File: src/rtl/ps2_host_ctrl.sv
// PS/2 host-to-device command sequencer.
// Sends a command byte (optionally followed by an argument byte) to the
// keyboard, checks the ACK bit and the FA/FE response, and holds the shared
// receive path off the lines while the host owns them.
//
// state       | meaning
// ------------+---------------------------------------------------------
// IDLE        | waiting for a command, cmd_ready high
// INHIBIT     | clock held low, receiver held off
// REQ         | request-to-send: data low (start bit), clock released
// SEND        | shift data, parity and stop bits out on falling edges
// ACKB        | sample the device ACK bit on the next falling edge
// LINE_IDLE   | wait for clock and data both high before releasing receiver
// WAIT_RESP   | wait for the FA/FE response byte from the receiver
// FINISH      | one-cycle done pulse with err valid
module ps2_host_ctrl #(
  parameter int INHIBIT_CYCLES = 5000,
  parameter int TIMEOUT_CYCLES = 1000000,
  parameter int MAX_RETRY      = 3
) (
  input  logic       clk,
  input  logic       rst,
  input  logic       ps2_clk_in,
  input  logic       ps2_data_in,
  output logic       ps2_clk_oe,
  output logic       ps2_data_oe,
  input  logic       cmd_valid,
  output logic       cmd_ready,
  input  logic [7:0] cmd_byte,
  input  logic       cmd_has_arg,
  input  logic [7:0] arg_byte,
  input  logic       rx_valid,
  input  logic [7:0] rx_byte,
  output logic       rx_hold,
  output logic       done,
  output logic [1:0] err,
  output logic       busy
);

  localparam logic [2:0] S_IDLE      = 3'd0;
  localparam logic [2:0] S_INHIBIT   = 3'd1;
  localparam logic [2:0] S_REQ       = 3'd2;
  localparam logic [2:0] S_SEND      = 3'd3;
  localparam logic [2:0] S_ACKB      = 3'd4;
  localparam logic [2:0] S_LINE_IDLE = 3'd5;
  localparam logic [2:0] S_WAIT_RESP = 3'd6;
  localparam logic [2:0] S_FINISH    = 3'd7;

  localparam int TMAX = (INHIBIT_CYCLES > TIMEOUT_CYCLES) ? INHIBIT_CYCLES : TIMEOUT_CYCLES;
  localparam int TW   = $clog2(TMAX + 1);
  localparam int RW   = $clog2(MAX_RETRY + 1);

  localparam logic [TW-1:0] INH_LOAD = TW'(INHIBIT_CYCLES - 1);
  localparam logic [TW-1:0] TO_LOAD  = TW'(TIMEOUT_CYCLES - 1);

  logic [2:0]    state_q, state_d;
  logic [TW-1:0] timer_q, timer_d;
  logic [3:0]    bit_idx_q, bit_idx_d;
  logic          bit_low_q, bit_low_d;
  logic          on_arg_q, on_arg_d;
  logic [RW-1:0] retry_q, retry_d;
  logic [1:0]    err_q, err_d;
  logic [7:0]    cmd_q, arg_q;
  logic          has_arg_q;
  logic          clk_meta_q, clk_sync_q, clk_prev_q;
  logic          data_meta_q, data_sync_q;
  logic          fe, wd_active, timeout;
  logic [7:0]    cur_byte;

  // Two-flop synchronisers on both raw lines plus a delayed clock for edge detect.
  // Idle lines are high, so reset to 1 to avoid a false edge after reset.
  always_ff @(posedge clk or negedge rst) begin
    if (!rst) begin
      clk_meta_q  <= 1'b1;
      clk_sync_q  <= 1'b1;
      clk_prev_q  <= 1'b1;
      data_meta_q <= 1'b1;
      data_sync_q <= 1'b1;
    end else begin
      clk_meta_q  <= ps2_clk_in;
      clk_sync_q  <= clk_meta_q;
      clk_prev_q  <= clk_sync_q;
      data_meta_q <= ps2_data_in;
      data_sync_q <= data_meta_q;
    end
  end

  assign fe        = clk_prev_q & ~clk_sync_q;
  assign cur_byte  = on_arg_q ? arg_q : cmd_q;
  assign wd_active = (state_q == S_SEND) || (state_q == S_ACKB) ||
                     (state_q == S_LINE_IDLE) || (state_q == S_WAIT_RESP);
  assign timeout   = wd_active && !fe && (timer_q == '0);

  // Next-state logic; the watchdog overrides whatever the waiting state decided.
  always_comb begin
    state_d   = state_q;
    bit_idx_d = bit_idx_q;
    bit_low_d = bit_low_q;
    on_arg_d  = on_arg_q;
    retry_d   = retry_q;
    err_d     = err_q;
    case (state_q)
      S_IDLE: begin
        if (cmd_valid) begin
          state_d  = S_INHIBIT;
          on_arg_d = 1'b0;
          retry_d  = '0;
          err_d    = 2'b00;
        end
      end
      S_INHIBIT: begin
        if (timer_q == '0) begin
          state_d   = S_REQ;
          bit_low_d = 1'b1;
        end
      end
      S_REQ: begin
        state_d   = S_SEND;
        bit_idx_d = 4'd0;
      end
      S_SEND: begin
        if (fe) begin
          bit_idx_d = bit_idx_q + 4'd1;
          if (bit_idx_q < 4'd8) begin
            bit_low_d = ~cur_byte[bit_idx_q[2:0]];
          end else if (bit_idx_q == 4'd8) begin
            // odd parity bit is ~^cur_byte; line is pulled low when it is 0
            bit_low_d = ^cur_byte;
          end else begin
            bit_low_d = 1'b0;
            state_d   = S_ACKB;
          end
        end
      end
      S_ACKB: begin
        if (fe) begin
          if (data_sync_q) begin
            state_d = S_FINISH;
            err_d   = 2'b11;
          end else begin
            state_d = S_LINE_IDLE;
          end
        end
      end
      S_LINE_IDLE: begin
        if (clk_sync_q && data_sync_q) state_d = S_WAIT_RESP;
      end
      S_WAIT_RESP: begin
        if (rx_valid) begin
          if (rx_byte == 8'hFA) begin
            if (!on_arg_q && has_arg_q) begin
              on_arg_d = 1'b1;
              retry_d  = '0;
              state_d  = S_INHIBIT;
            end else begin
              state_d = S_FINISH;
              err_d   = 2'b00;
            end
          end else if (rx_byte == 8'hFE) begin
            if (retry_q < RW'(MAX_RETRY)) begin
              retry_d = retry_q + RW'(1);
              state_d = S_INHIBIT;
            end else begin
              state_d = S_FINISH;
              err_d   = 2'b10;
            end
          end else begin
            state_d = S_FINISH;
            err_d   = 2'b11;
          end
        end
      end
      S_FINISH: state_d = S_IDLE;
      default:  state_d = S_IDLE;
    endcase
    if (timeout) begin
      state_d   = S_FINISH;
      err_d     = 2'b01;
      bit_low_d = 1'b0;
    end
    // one down-counter serves as inhibit timer and watchdog; reload on entry and on fe
    if ((state_d != state_q) || (fe && wd_active)) begin
      timer_d = (state_d == S_INHIBIT) ? INH_LOAD : TO_LOAD;
    end else if (timer_q != '0) begin
      timer_d = timer_q - TW'(1);
    end else begin
      timer_d = timer_q;
    end
  end

  // Sequencer state registers.
  always_ff @(posedge clk or negedge rst) begin
    if (!rst) begin
      state_q   <= S_IDLE;
      timer_q   <= '0;
      bit_idx_q <= '0;
      bit_low_q <= 1'b0;
      on_arg_q  <= 1'b0;
      retry_q   <= '0;
      err_q     <= 2'b00;
    end else begin
      state_q   <= state_d;
      timer_q   <= timer_d;
      bit_idx_q <= bit_idx_d;
      bit_low_q <= bit_low_d;
      on_arg_q  <= on_arg_d;
      retry_q   <= retry_d;
      err_q     <= err_d;
    end
  end

  // Command latch, loaded only on accept.
  always_ff @(posedge clk or negedge rst) begin
    if (!rst) begin
      cmd_q     <= 8'h00;
      arg_q     <= 8'h00;
      has_arg_q <= 1'b0;
    end else if ((state_q == S_IDLE) && cmd_valid) begin
      cmd_q     <= cmd_byte;
      arg_q     <= arg_byte;
      has_arg_q <= cmd_has_arg;
    end
  end

  // Outputs decode straight from state so reset releases the lines at once.
  assign ps2_clk_oe  = (state_q == S_INHIBIT);
  assign ps2_data_oe = (state_q == S_REQ) || ((state_q == S_SEND) && bit_low_q);
  assign rx_hold     = (state_q == S_INHIBIT) || (state_q == S_REQ) || (state_q == S_SEND) ||
                       (state_q == S_ACKB) || (state_q == S_LINE_IDLE);
  assign done        = (state_q == S_FINISH);
  assign err         = err_q;
  assign busy        = (state_q != S_IDLE);
  assign cmd_ready   = (state_q == S_IDLE);

endmodule

File: config.mk
export PLATFORM = sky130hd
export DESIGN_NAME = ps2_host_ctrl
export DESIGN_NICKNAME = d
export VERILOG_FILES = /design/src/rtl/ps2_host_ctrl.sv
export SDC_FILE = /design/constraint.sdc
export NUM_CORES = 1
export LEC_CHECK = 0
export CAP_MARGIN = 20
export CELL_PAD_IN_SITES_DETAIL_PLACEMENT = 1
export CELL_PAD_IN_SITES_GLOBAL_PLACEMENT = 2
export CORE_MARGIN = 5
export CORE_UTILIZATION = 38
export CTS_CLUSTER_SIZE = 25
export DETAILED_ROUTE_END_ITERATION = 6
export MAX_ROUTING_LAYER = met4
export PLACE_DENSITY = 0.88
export SETUP_SLACK_MARGIN = 0.4
export SYNTH_ARGS = -nofsm -noshare
export SYNTH_HDL_FRONTEND = slang
export SYNTH_SLANG_ARGS = --single-unit
File: constraint.sdc
create_clock -name clk -period 8 [get_ports clk]
set_input_delay 0.8 -clock clk [delete_from_list [all_inputs] [get_ports clk]]
set_output_delay 0.8 -clock clk [all_outputs]
set_load 0.1 [all_outputs]
==> metrics.md <==
| Metric | Value |
|---|---|
| Final cell count without fillers | 449 |
| Crit path capture type | primary output |
| Top post-synthesis cells by area | dfrtp_1, mux2_2, xnor2_1, dfstp_2, mux4_2 |
| Initial antenna violation count | 0 |
| H-Tree Level Count | 2 |
| Final Critical Period | 3.427 ns |
| Routed length per placed instance | 16.79 um |
| Crit path DAT | 2.63 ns |
| RSZ-0062 raised after global routing | no |
| Leakage power | 1.457 nW |
| Synth unique cells | 54 |
| Core area | 8093 um^2 |
| Startpoint Class | flop |
| Post-DRT Antenna Nets | 0 |
| Skew final | 0.006165 ns |
| Bufs on Longest Clock Path | 2 |
| R2r worst-path depth | 9 |
| First-pass GRT wire length | 12.78 mm |
| Hold buffer count at CTS | 0 |
| HP Class | reg2reg |
| CTS Root Cell | clkbuf_8 |
| GR Util met2 | 26.30% |
| Pwr Total | 0.0009764 W |
| Setup violations, final | 0 |
| Initial Util | 38.50% |
| Clock Latency Late Sink | 0.30 ns |
| Maximum vdd ir drop | 0.0001402 V |
| Clk sinks | 55 |
| Clk pin slew, worst setup/hold paths | 0.10 ns |
| Postcts setup bufs | 0 |
| Vias in the first global route | 2631 |
| PortBufs | 38 |
| Endpoints failing hold | 0 |
| Post-DP HPWL | 5.623 mm |
| GR Overflow Total | 0 |
| Mean post-synth cell area | 10.08 um^2 |
| FP Rows | 33 |
| PD cells | 266.4 nW/um^2 |
| Grt peak-use layer | met2 |
| P&R area growth vs syn | 17.63% |
| Slew Viols, Final | 0 |
| Max cap viols | 0 |
| Drt drc | 0 |
| Number of synthesized register bits | 55 |
| Fin nets | 378 |
| Met1 Use GR | 20.80% |
| Async SR Flop Fraction | 100.0% |
| Worst Max-Slew Pin Slew | 0.9933 ns |
| CTS buffer count | 5 |
| Status | complete, no violations |
| Ant diodes | 0 |
| Synth top area share | 40.16% |
| # fillers | 935 |
| Relative slew slack | 33.57% |
| Critical Path Fanout Max | 24 |
| Chip Width | 100.5 um |
| GR Layer Usage met3 | 2.561% |
| Final setup TNS | 0 ns |
| Syn Inst Count | 309 |
| Overall Global Routing Usage | 15.95% |
| Final Cycle Share | 42.84% |
| Largest net degree at the start of global routing | 56 |
| Num ports | 39 |
| Drt first pass iters | 4 |
| Warnings from Yosys | 0 |
| Crit Path Category | reg2out |
| Die height | 100.5 um |
| Placed Cells | 441 |
| Die footprint | 10110 um^2 |
| F_max | 0.2918 GHz |
| Number of synthesized flops with an enable pin | 0 |
| Post-cts sizing count | 0 |
| First DRT Iteration DRCs | 112 |
| CTS tree | done |
| Worst hold stages | 0 |
| RePlAce Congestion | 0.7937 |
| Register area share after synthesis | 44.38% |
| Syn Std Cell Area | 3115 um^2 |
| Routed WL | 7.539 mm |
| Via count | 2468 |
| Leading area contributor after synthesis | dfrtp_1 |
| Ys flop type | dfrtp_1 |
| Vias per cell | 5.497 |
| Post-synth net total | 344 |
| Required time worst endpoint | 7.20 ns |
| Share of cells above drive strength 1 | 14.83% |
[path summary, 6_finish.rpt]
check,startpoint,to,slack [ns]
max,state_q[0],rx_hold,4.57
max reg2reg,bit_idx_q[0],timer_q[8],5.04
min,clk_meta_q,clk_sync_q,0.36
min in group asynchronous,rst,cmd_q[5],0.61
max in group asynchronous,rst,bit_low_q,6.90
min reg2reg,clk_meta_q,clk_sync_q,0.36
[synth_stat cells (2+ instances only)]
library cell,number
mux2i_1,5
ha_1,4
mux2_2,19
a21oi_1,18
nand2b_1,7
o211ai_1,2
o2bb2ai_1,3
inv_1,10
o31ai_1,4
a31oi_1,2
nand2_1,28
a31o_2,2
clkbuf_1,11
nor2_1,26
xor2_1,10
mux4_2,5
nor2b_1,2
and2_1,2
o22ai_1,9
xnor2_1,18
nor4_1,5
and3_1,2
nand4b_1,3
o21ai_0,10
dfrtp_1,50
dfstp_2,5
nand3_1,9
nor3_1,12
[through the flow]
stage	cell area, um^2	util, %	setup WS (ns)	hold WS (ns)
6_report	3665	45.28	4.573	0.3630
5_1_grt	3665	45.28	4.411	0.3709
4_1_cts	3665	45.28	4.570	0.3642
3_5_place_dp	3580	44.23	4.865	0.3493
3_3_place_gp	3580	44.23	4.924	0.3471
2_1_floorplan	3115	-	2.897	0.3452
[sequential cells by signal, summed over array words and instances (netlist names)]
signal       count
bit_idx_q        4
arg_q            8
has_arg_q        1
retry_q          2
clk_prev_q       1
data_sync_q      1
cmd_q            8
timer_q         20
err              2
clk_meta_q       1
clk_sync_q       1
on_arg_q         1
data_meta_q      1
state_q          3
bit_low_q        1
[where the power goes]
part / total [W] / switching (W) / internal (W)
Combinational: 0.000374 / 0.000189 / 0.000184
Clock: 0.000153 / 0.0000911 / 0.0000615
Sequential: 0.000450 / 0.0000905 / 0.000360
Total: 0.000976 / 0.000371 / 0.000606
[metal layers]
layer	vias to the layer above	wire (um)	share of wire (%)
met1	1263	3593	48
met4	0	34	0.45
met2	27	3718	49
met5	-	0	0
li1	1176	-	-
met3	2	193	2.6
[kinds of logic after synthesis]
| logic type | share of synthesized area [%] |
|---|---|
| AND/OR/NAND/NOR | 18.47 |
| AO/OA/AOI/OAI | 12.53 |
| flip-flops | 44.38 |
| multiplexers | 12.09 |
| XOR/XNOR | 7.871 |
| buffers and inverters | 3.052 |
| adder cells (fa/ha/maj) | 1.606 |
[placed cells by master (no fill, tap or decap), drive strengths merged, types with 13 or more instances in the layout]
cell / instances
clkdlybuf4s50: 37
nor3: 13
xnor2: 18
a21oi: 18
nand2: 29
dfrtp: 50
nor2: 26
mux2: 19
[area by class of cell]
class,instances,area (um^2),share of cell area (%)
clock inverter,2,12.51,0.3414
tap,105,131.4,3.585
sequential,55,1383,37.73
multi-input combinational,231,1638,44.69
clock buffer,6,72.57,1.980
inverter,10,37.54,1.024
timing repair buffer,40,390.4,10.65
[worst max-delay path, cell delays in order (launching register included)]
cell and delay [ns]:
dfrtp_1 0.81, nor3_1 0.19, a21oi_1 0.16, clkdlybuf4s50_1 1.16
Note: power is estimated with default switching activity, not from simulation.
